File: config.mk
export PLATFORM = sky130hd
export DESIGN_NAME = wb_port_arbiter
export DESIGN_NICKNAME = d
export VERILOG_FILES = /design/src/rtl/wb_port_arbiter_pkg.sv /design/src/rtl/wb_port_arbiter_scoreboard.sv /design/src/rtl/wb_port_arbiter.sv
export SDC_FILE = /design/constraint.sdc
export NUM_CORES = 1
export LEC_CHECK = 0
export BUFFER_PORTS_ARGS = -buffer_cell sky130_fd_sc_hd__buf_2
export CELL_PAD_IN_SITES_DETAIL_PLACEMENT = 2
export CELL_PAD_IN_SITES_GLOBAL_PLACEMENT = 2
export CORE_UTILIZATION = 33
export CTS_CLUSTER_SIZE = 10
export DETAILED_ROUTE_END_ITERATION = 6
export HOLD_SLACK_MARGIN = 0.15
export PLACE_DENSITY = 0.95
export SYNTH_ARGS = -nofsm -noshare
export SYNTH_HDL_FRONTEND = slang
export SYNTH_SLANG_ARGS = --single-unit
File: constraint.sdc
create_clock -name clk -period 3.2 [get_ports clk]
set_input_delay 0.16 -clock clk [delete_from_list [all_inputs] [get_ports clk]]
set_output_delay 0.16 -clock clk [all_outputs]
set_load 0.02 [all_outputs]
File: src/rtl/wb_port_arbiter_pkg.sv
// Shared types for the register-file write-port arbiter and its mul/div scoreboard.
package wb_port_arbiter_pkg;

    localparam int unsigned WB_XLEN  = 32;
    localparam int unsigned NUM_REGS = 32;

    typedef enum logic [0:0] {
        ST_NORMAL = 1'b0,
        ST_FORCE  = 1'b1
    } wb_arb_state_t;

    // Holding-buffer width follows WB_XLEN; widen it together with the top-level XLEN.
    typedef struct packed {
        logic               valid;
        logic [4:0]         dst;
        logic [WB_XLEN-1:0] data;
    } wb_hold_t;

    function automatic logic [NUM_REGS-1:0] reg_onehot(input logic en, input logic [4:0] idx);
        logic [NUM_REGS-1:0] mask;
        mask = {NUM_REGS{1'b0}};
        if (en) begin
            mask[idx] = 1'b1;
        end else begin
            mask = {NUM_REGS{1'b0}};
        end
        return mask;
    endfunction

endpackage

File: src/rtl/wb_port_arbiter_scoreboard.sv
// Pending-destination scoreboard: one bit per architectural register, x0 never pending.
module md_scoreboard
    import wb_port_arbiter_pkg::*;
(
    input  logic       clk,
    input  logic       rst_n,
    input  logic       set_valid_i,
    input  logic [4:0] set_idx_i,
    input  logic       clr_valid_i,
    input  logic [4:0] clr_idx_i,
    input  logic [4:0] rs1_idx_i,
    input  logic [4:0] rs2_idx_i,
    input  logic [4:0] rd_idx_i,
    output logic       rs1_hit_o,
    output logic       rs2_hit_o,
    output logic       rd_hit_o
);

    logic [NUM_REGS-1:0] pending_q;
    logic [NUM_REGS-1:0] pending_d;

    // Next pending set: clear first, then set, so a same-cycle re-issue keeps the bit.
    always_comb begin
        pending_d    = (pending_q & ~reg_onehot(clr_valid_i, clr_idx_i))
                     | reg_onehot(set_valid_i, set_idx_i);
        pending_d[0] = 1'b0;
    end

    // Pending bit storage.
    always_ff @(posedge clk or negedge rst_n) begin
        if (!rst_n) begin
            pending_q <= {NUM_REGS{1'b0}};
        end else begin
            pending_q <= pending_d;
        end
    end

    assign rs1_hit_o = pending_q[rs1_idx_i];
    assign rs2_hit_o = pending_q[rs2_idx_i];
    assign rd_hit_o  = pending_q[rd_idx_i];

endmodule

File: src/rtl/wb_port_arbiter.sv
// Shares the register-file write port between memory1 writeback and a buffered mul/div
// result, with a starvation escape and a decode stall for pending mul/div destinations.
module wb_port_arbiter
    import wb_port_arbiter_pkg::*;
#(
    parameter int unsigned XLEN         = WB_XLEN,
    parameter int unsigned STARVE_LIMIT = 4
) (
    input  logic            clk,
    input  logic            rst_n,
    input  logic            mem1_wb_valid,
    input  logic [4:0]      mem1_wb_reg,
    input  logic [XLEN-1:0] mem1_wb_data,
    output logic            mem1_wb_ready,
    input  logic            md_issue_valid,
    input  logic [4:0]      md_issue_reg,
    input  logic            md_wb_valid,
    input  logic [4:0]      md_wb_reg,
    input  logic [XLEN-1:0] md_wb_data,
    output logic            md_wb_ready,
    input  logic [4:0]      de_rs1,
    input  logic [4:0]      de_rs2,
    input  logic [4:0]      de_rd,
    input  logic            de_uses_rs1,
    input  logic            de_uses_rs2,
    input  logic            de_writes_rd,
    output logic            sb_stall,
    output logic            rf_we,
    output logic [4:0]      rf_waddr,
    output logic [XLEN-1:0] rf_wdata
);

    localparam logic [3:0] LIMIT_C    = 4'(STARVE_LIMIT);
    localparam logic [3:0] LIMIT_M1_C = 4'(STARVE_LIMIT - 1);

    wb_arb_state_t state_q, state_d;
    logic [3:0]    starve_cnt_q, starve_cnt_d;
    wb_hold_t      hb_q, hb_d;

    logic grant_mem1_s;
    logic grant_hb_s;
    logic md_hs_s;
    logic rs1_hit_s, rs2_hit_s, rd_hit_s;

    assign md_wb_ready   = ~hb_q.valid;
    assign mem1_wb_ready = (state_q == ST_NORMAL);
    assign md_hs_s       = md_wb_valid & ~hb_q.valid;

    // Grant selection; mem1 is masked during reset so the port stays quiet.
    always_comb begin
        grant_mem1_s = 1'b0;
        grant_hb_s   = 1'b0;
        case (state_q)
            ST_NORMAL: begin
                grant_mem1_s = rst_n & mem1_wb_valid;
                grant_hb_s   = hb_q.valid & ~mem1_wb_valid;
            end
            ST_FORCE: begin
                grant_mem1_s = 1'b0;
                grant_hb_s   = hb_q.valid;
            end
            default: begin
                grant_mem1_s = 1'b0;
                grant_hb_s   = 1'b0;
            end
        endcase
    end

    // Register-file write mux from the granted source; x0 consumes the slot without a write.
    always_comb begin
        rf_we    = 1'b0;
        rf_waddr = 5'd0;
        rf_wdata = {XLEN{1'b0}};
        if (grant_mem1_s) begin
            rf_we    = (mem1_wb_reg != 5'd0);
            rf_waddr = mem1_wb_reg;
            rf_wdata = mem1_wb_data;
        end else if (grant_hb_s) begin
            rf_we    = (hb_q.dst != 5'd0);
            rf_waddr = hb_q.dst;
            rf_wdata = XLEN'(hb_q.data);
        end else begin
            rf_we    = 1'b0;
        end
    end

    // Next-state for arbitration FSM, starvation counter and holding buffer.
    always_comb begin
        state_d      = state_q;
        starve_cnt_d = starve_cnt_q;
        hb_d         = hb_q;

        case (state_q)
            ST_NORMAL: begin
                if (hb_q.valid && !grant_hb_s && starve_cnt_q == LIMIT_M1_C) begin
                    state_d = ST_FORCE;
                end else begin
                    state_d = ST_NORMAL;
                end
            end
            ST_FORCE: state_d = ST_NORMAL;
            default:  state_d = ST_NORMAL;
        endcase

        if (!hb_q.valid || grant_hb_s) begin
            starve_cnt_d = 4'd0;
        end else if (starve_cnt_q < LIMIT_C) begin
            starve_cnt_d = starve_cnt_q + 4'd1;
        end else begin
            starve_cnt_d = starve_cnt_q;
        end

        // Load and drain are exclusive: capture needs an empty buffer, drain a full one.
        if (md_hs_s) begin
            hb_d.valid = 1'b1;
            hb_d.dst   = md_wb_reg;
            hb_d.data  = WB_XLEN'(md_wb_data);
        end else if (grant_hb_s) begin
            hb_d.valid = 1'b0;
        end else begin
            hb_d = hb_q;
        end
    end

    // State, counter and buffer registers.
    always_ff @(posedge clk or negedge rst_n) begin
        if (!rst_n) begin
            state_q      <= ST_NORMAL;
            starve_cnt_q <= 4'd0;
            hb_q         <= '0;
        end else begin
            state_q      <= state_d;
            starve_cnt_q <= starve_cnt_d;
            hb_q         <= hb_d;
        end
    end

    md_scoreboard u_scoreboard (
        .clk         (clk),
        .rst_n       (rst_n),
        .set_valid_i (md_issue_valid),
        .set_idx_i   (md_issue_reg),
        .clr_valid_i (grant_hb_s),
        .clr_idx_i   (hb_q.dst),
        .rs1_idx_i   (de_rs1),
        .rs2_idx_i   (de_rs2),
        .rd_idx_i    (de_rd),
        .rs1_hit_o   (rs1_hit_s),
        .rs2_hit_o   (rs2_hit_s),
        .rd_hit_o    (rd_hit_s)
    );

    assign sb_stall = (de_uses_rs1 & rs1_hit_s) | (de_uses_rs2 & rs2_hit_s) | (de_writes_rd & rd_hit_s);

endmodule

==> metrics <==
detailed-placement wirelength estimate=12.25 mm; measured slew at the worst slew-check pin=1.200 ns; vias after detailed routing=4,286; GRT met1 Usage=38.92%; Worst Path Class, Setup=reg2out; most frequent cells in the layout=142 x buf_2, 74 x dfrtp_1, 64 x o21ai_0, 41 x mux2_2, 38 x dlygate4sd3_1; final setup fails=0; M3 GR Usage=8.841%; initial core utilization=34.33%; Die Span Y=114.7 um; DR WL/cell=29.38 um; Cell Count, Final, Fillers Out=725; worst setup margin=0.4899 ns; largest net degree at the start of global routing=75; Buffers on Ports=142; syn_nets=483; Post-synth EDFFs=0; clock sinks=74; ys async rst share=100.0%; Area growth, synth to finish=35.93%; worst slack at placement=1.056 ns; critical path fanouts, max=31; Max Freq=0.3690 GHz; clk slew on worst S/H paths=0.07 ns; fin nets=655; total track usage=33.71%; busiest layer in global routing=met2; Critical Path AT=2.55 ns; top cells by area, synth=dfrtp_1 44%, mux2_2 11%, a22o_1 7.7%, o21ai_0 7.6%, mux2i_1 5.0%; initial antenna violation count=2; Core ar.=12,210 um2; Pwr Total=3.672 mW; total CTS buffers=9; Worst Path Required=3.04 ns; setup TNS=0 ns; Post-CTS Setup Inserts=0; die area=13,160 um2; first-pass GRT wire length=31.84 mm; period utilisation layout=84.69%; fin util=46.67%; final hold violation count=0; vias in the first global route=5,007; commonest non-fill, non-tap cell in the layout=buf_2; area leader, netlist=dfrtp_1; Via-to-Cell Ratio=5.912; hold_buf cts=38; Worst IR Drop VDD=0.2870 mV; CTS tree=yes; Power Density=644.2 nW/um2; Slew Limit Fails=0; post-synth cell types=43; CP startpoint kind=flip-flop; first-iteration detailed-routing DRC count=298; #FFs+latches synth=74; Final Skew=0.01214 ns; Yosys top cell area share=44.17%; gpl congestion=0.8250; grt ovf=0; leakage power=2.560 nW; Most used DFF post-synth=dfrtp_1; Post-Syn Area per Cell=11.03 um2; Final ANT Viol Nets=0; count of max-cap constraint violations=0; Yosys Warn Count=0; total placed cells including tap cells=671; share of post-route cells with drive strength above 1=38.42%; Max Buffers Root-to-Sink=2; HP Class=in2reg; H-Tree Depth=3; crit end category=output port; synthesized instance count=380; fillcell total=1,262; Seq/Total Area, Yosys=44.17%; Cell Rows=40; RSZ-0062 raised after global routing=no; slew margin rel.=19.86%; io pins=143; met2 global-route usage=58.38%; 1st-pass router iterations=4; Post-CTS Resized=0; Routed WL=21.30 mm; number of diodes=0; Skew-Pair Late Insertion Delay=0.35 ns; status=finished clean; Synth Cell Area=4193 um2; clock root buffer=clkbuf_16; min cycle time layout=2.710 ns; Die X=114.7 um; # DRC=0
-- report_power, final --
part / switching, mW / leakage (nW) / internal, mW
logic: 0.604 / 1.56 / 0.511
registers: 0.341 / 0.878 / 1.19
clock network: 0.477 / 0.123 / 0.546
-- registers in the layout, summed over array words and instances (netlist names) --
| name | cells |
|---|---|
| hb_q | 38 |
| u_scoreboard.pending_q | 31 |
| starve_cnt_q | 4 |
| state_q | 1 |
-- final cells by class --
cell class	count	area [um2]	share of cell area, %
multi-input cells	279	2220	38.95
well taps	168	210.2	3.688
clock buffers	10	239.0	4.193
inverters	4	15.01	0.2634
flip-flops and latches	74	1852	32.49
repair buffers	184	1121	19.67
clock inverters	6	42.54	0.7464
-- Yosys cell counts (all sizes together), types with 2 or more instances --
cell type	n
nor2	14
nand3	15
nor3	2
a22oi	4
mux4	11
o21ai	64
inv	4
or3	2
or4	2
dfrtp	74
clkbuf	9
buf	14
nand3b	13
nand4	2
mux2i	21
nand2b	3
nand2	14
nor4bb	2
a22o	37
mux2	41
or3b	3
a21oi	9
nor2b	5
-- routing by layer --
| metal | wire length (um) | vias up |
|---|---|---|
| li1 | - | 1797 |
| met1 | 8316 | 2200 |
| met2 | 10610 | 222 |
| met3 | 1442 | 65 |
| met4 | 918 | 2 |
| met5 | 13 | - |
-- cells by family (layout without fill, tap and decap cells) --
| family | after synthesis | in the layout | synth area share (%) |
|---|---|---|---|
| flops | 74 | 74 | 44.17 |
| mux | 73 | 73 | 22.38 |
| simple gates | 82 | 82 | 11.01 |
| fa+ha+maj | 1 | 1 | 0.2984 |
| buf+inv | 27 | 204 | 3.133 |
| compound gates | 122 | 122 | 18.80 |
| xor+xnor | 1 | 1 | 0.2089 |
-- final timing paths --
kind | from | endpoint | slack [ns] | cells past startpoint
worst max-delay path | state_q | rf_we | 0.49 | 6
worst min-delay path | md_issue_reg[4] | u_scoreboard.pending_q[19] | 0.25 | 3
worst max register to register | hb_q[37] | u_scoreboard.pending_q[5] | 0.89 | 5
worst min register to register | hb_q[18] | hb_q[18] | 0.53 | 1
max in group asynchronous | rst_n | hb_q[28] | 1.89 | 3
min in group asynchronous | rst_n | hb_q[6] | 0.67 | 3
-- worst max-delay path, cell delays in order (launching register included) --
cell     delay, ns
dfrtp_1       0.44
nor2b_1       0.35
and2_1        0.43
buf_4         0.43
o21ai_0       0.23
nand2_1       0.13
buf_2         0.19
-- stage by stage --
| stage | hold slack [ns] | area (um2) |
|---|---|---|
| after floorplan | -0.1356 | 4193 |
| after global placement | 0.3914 | 5037 |
| after detailed placement | 0.3959 | 5037 |
| after CTS | 0.2187 | 5699 |
| after global routing | 0.2562 | 5699 |
| final | 0.2461 | 5699 |
Note: power is estimated with default switching activity, not from simulation.
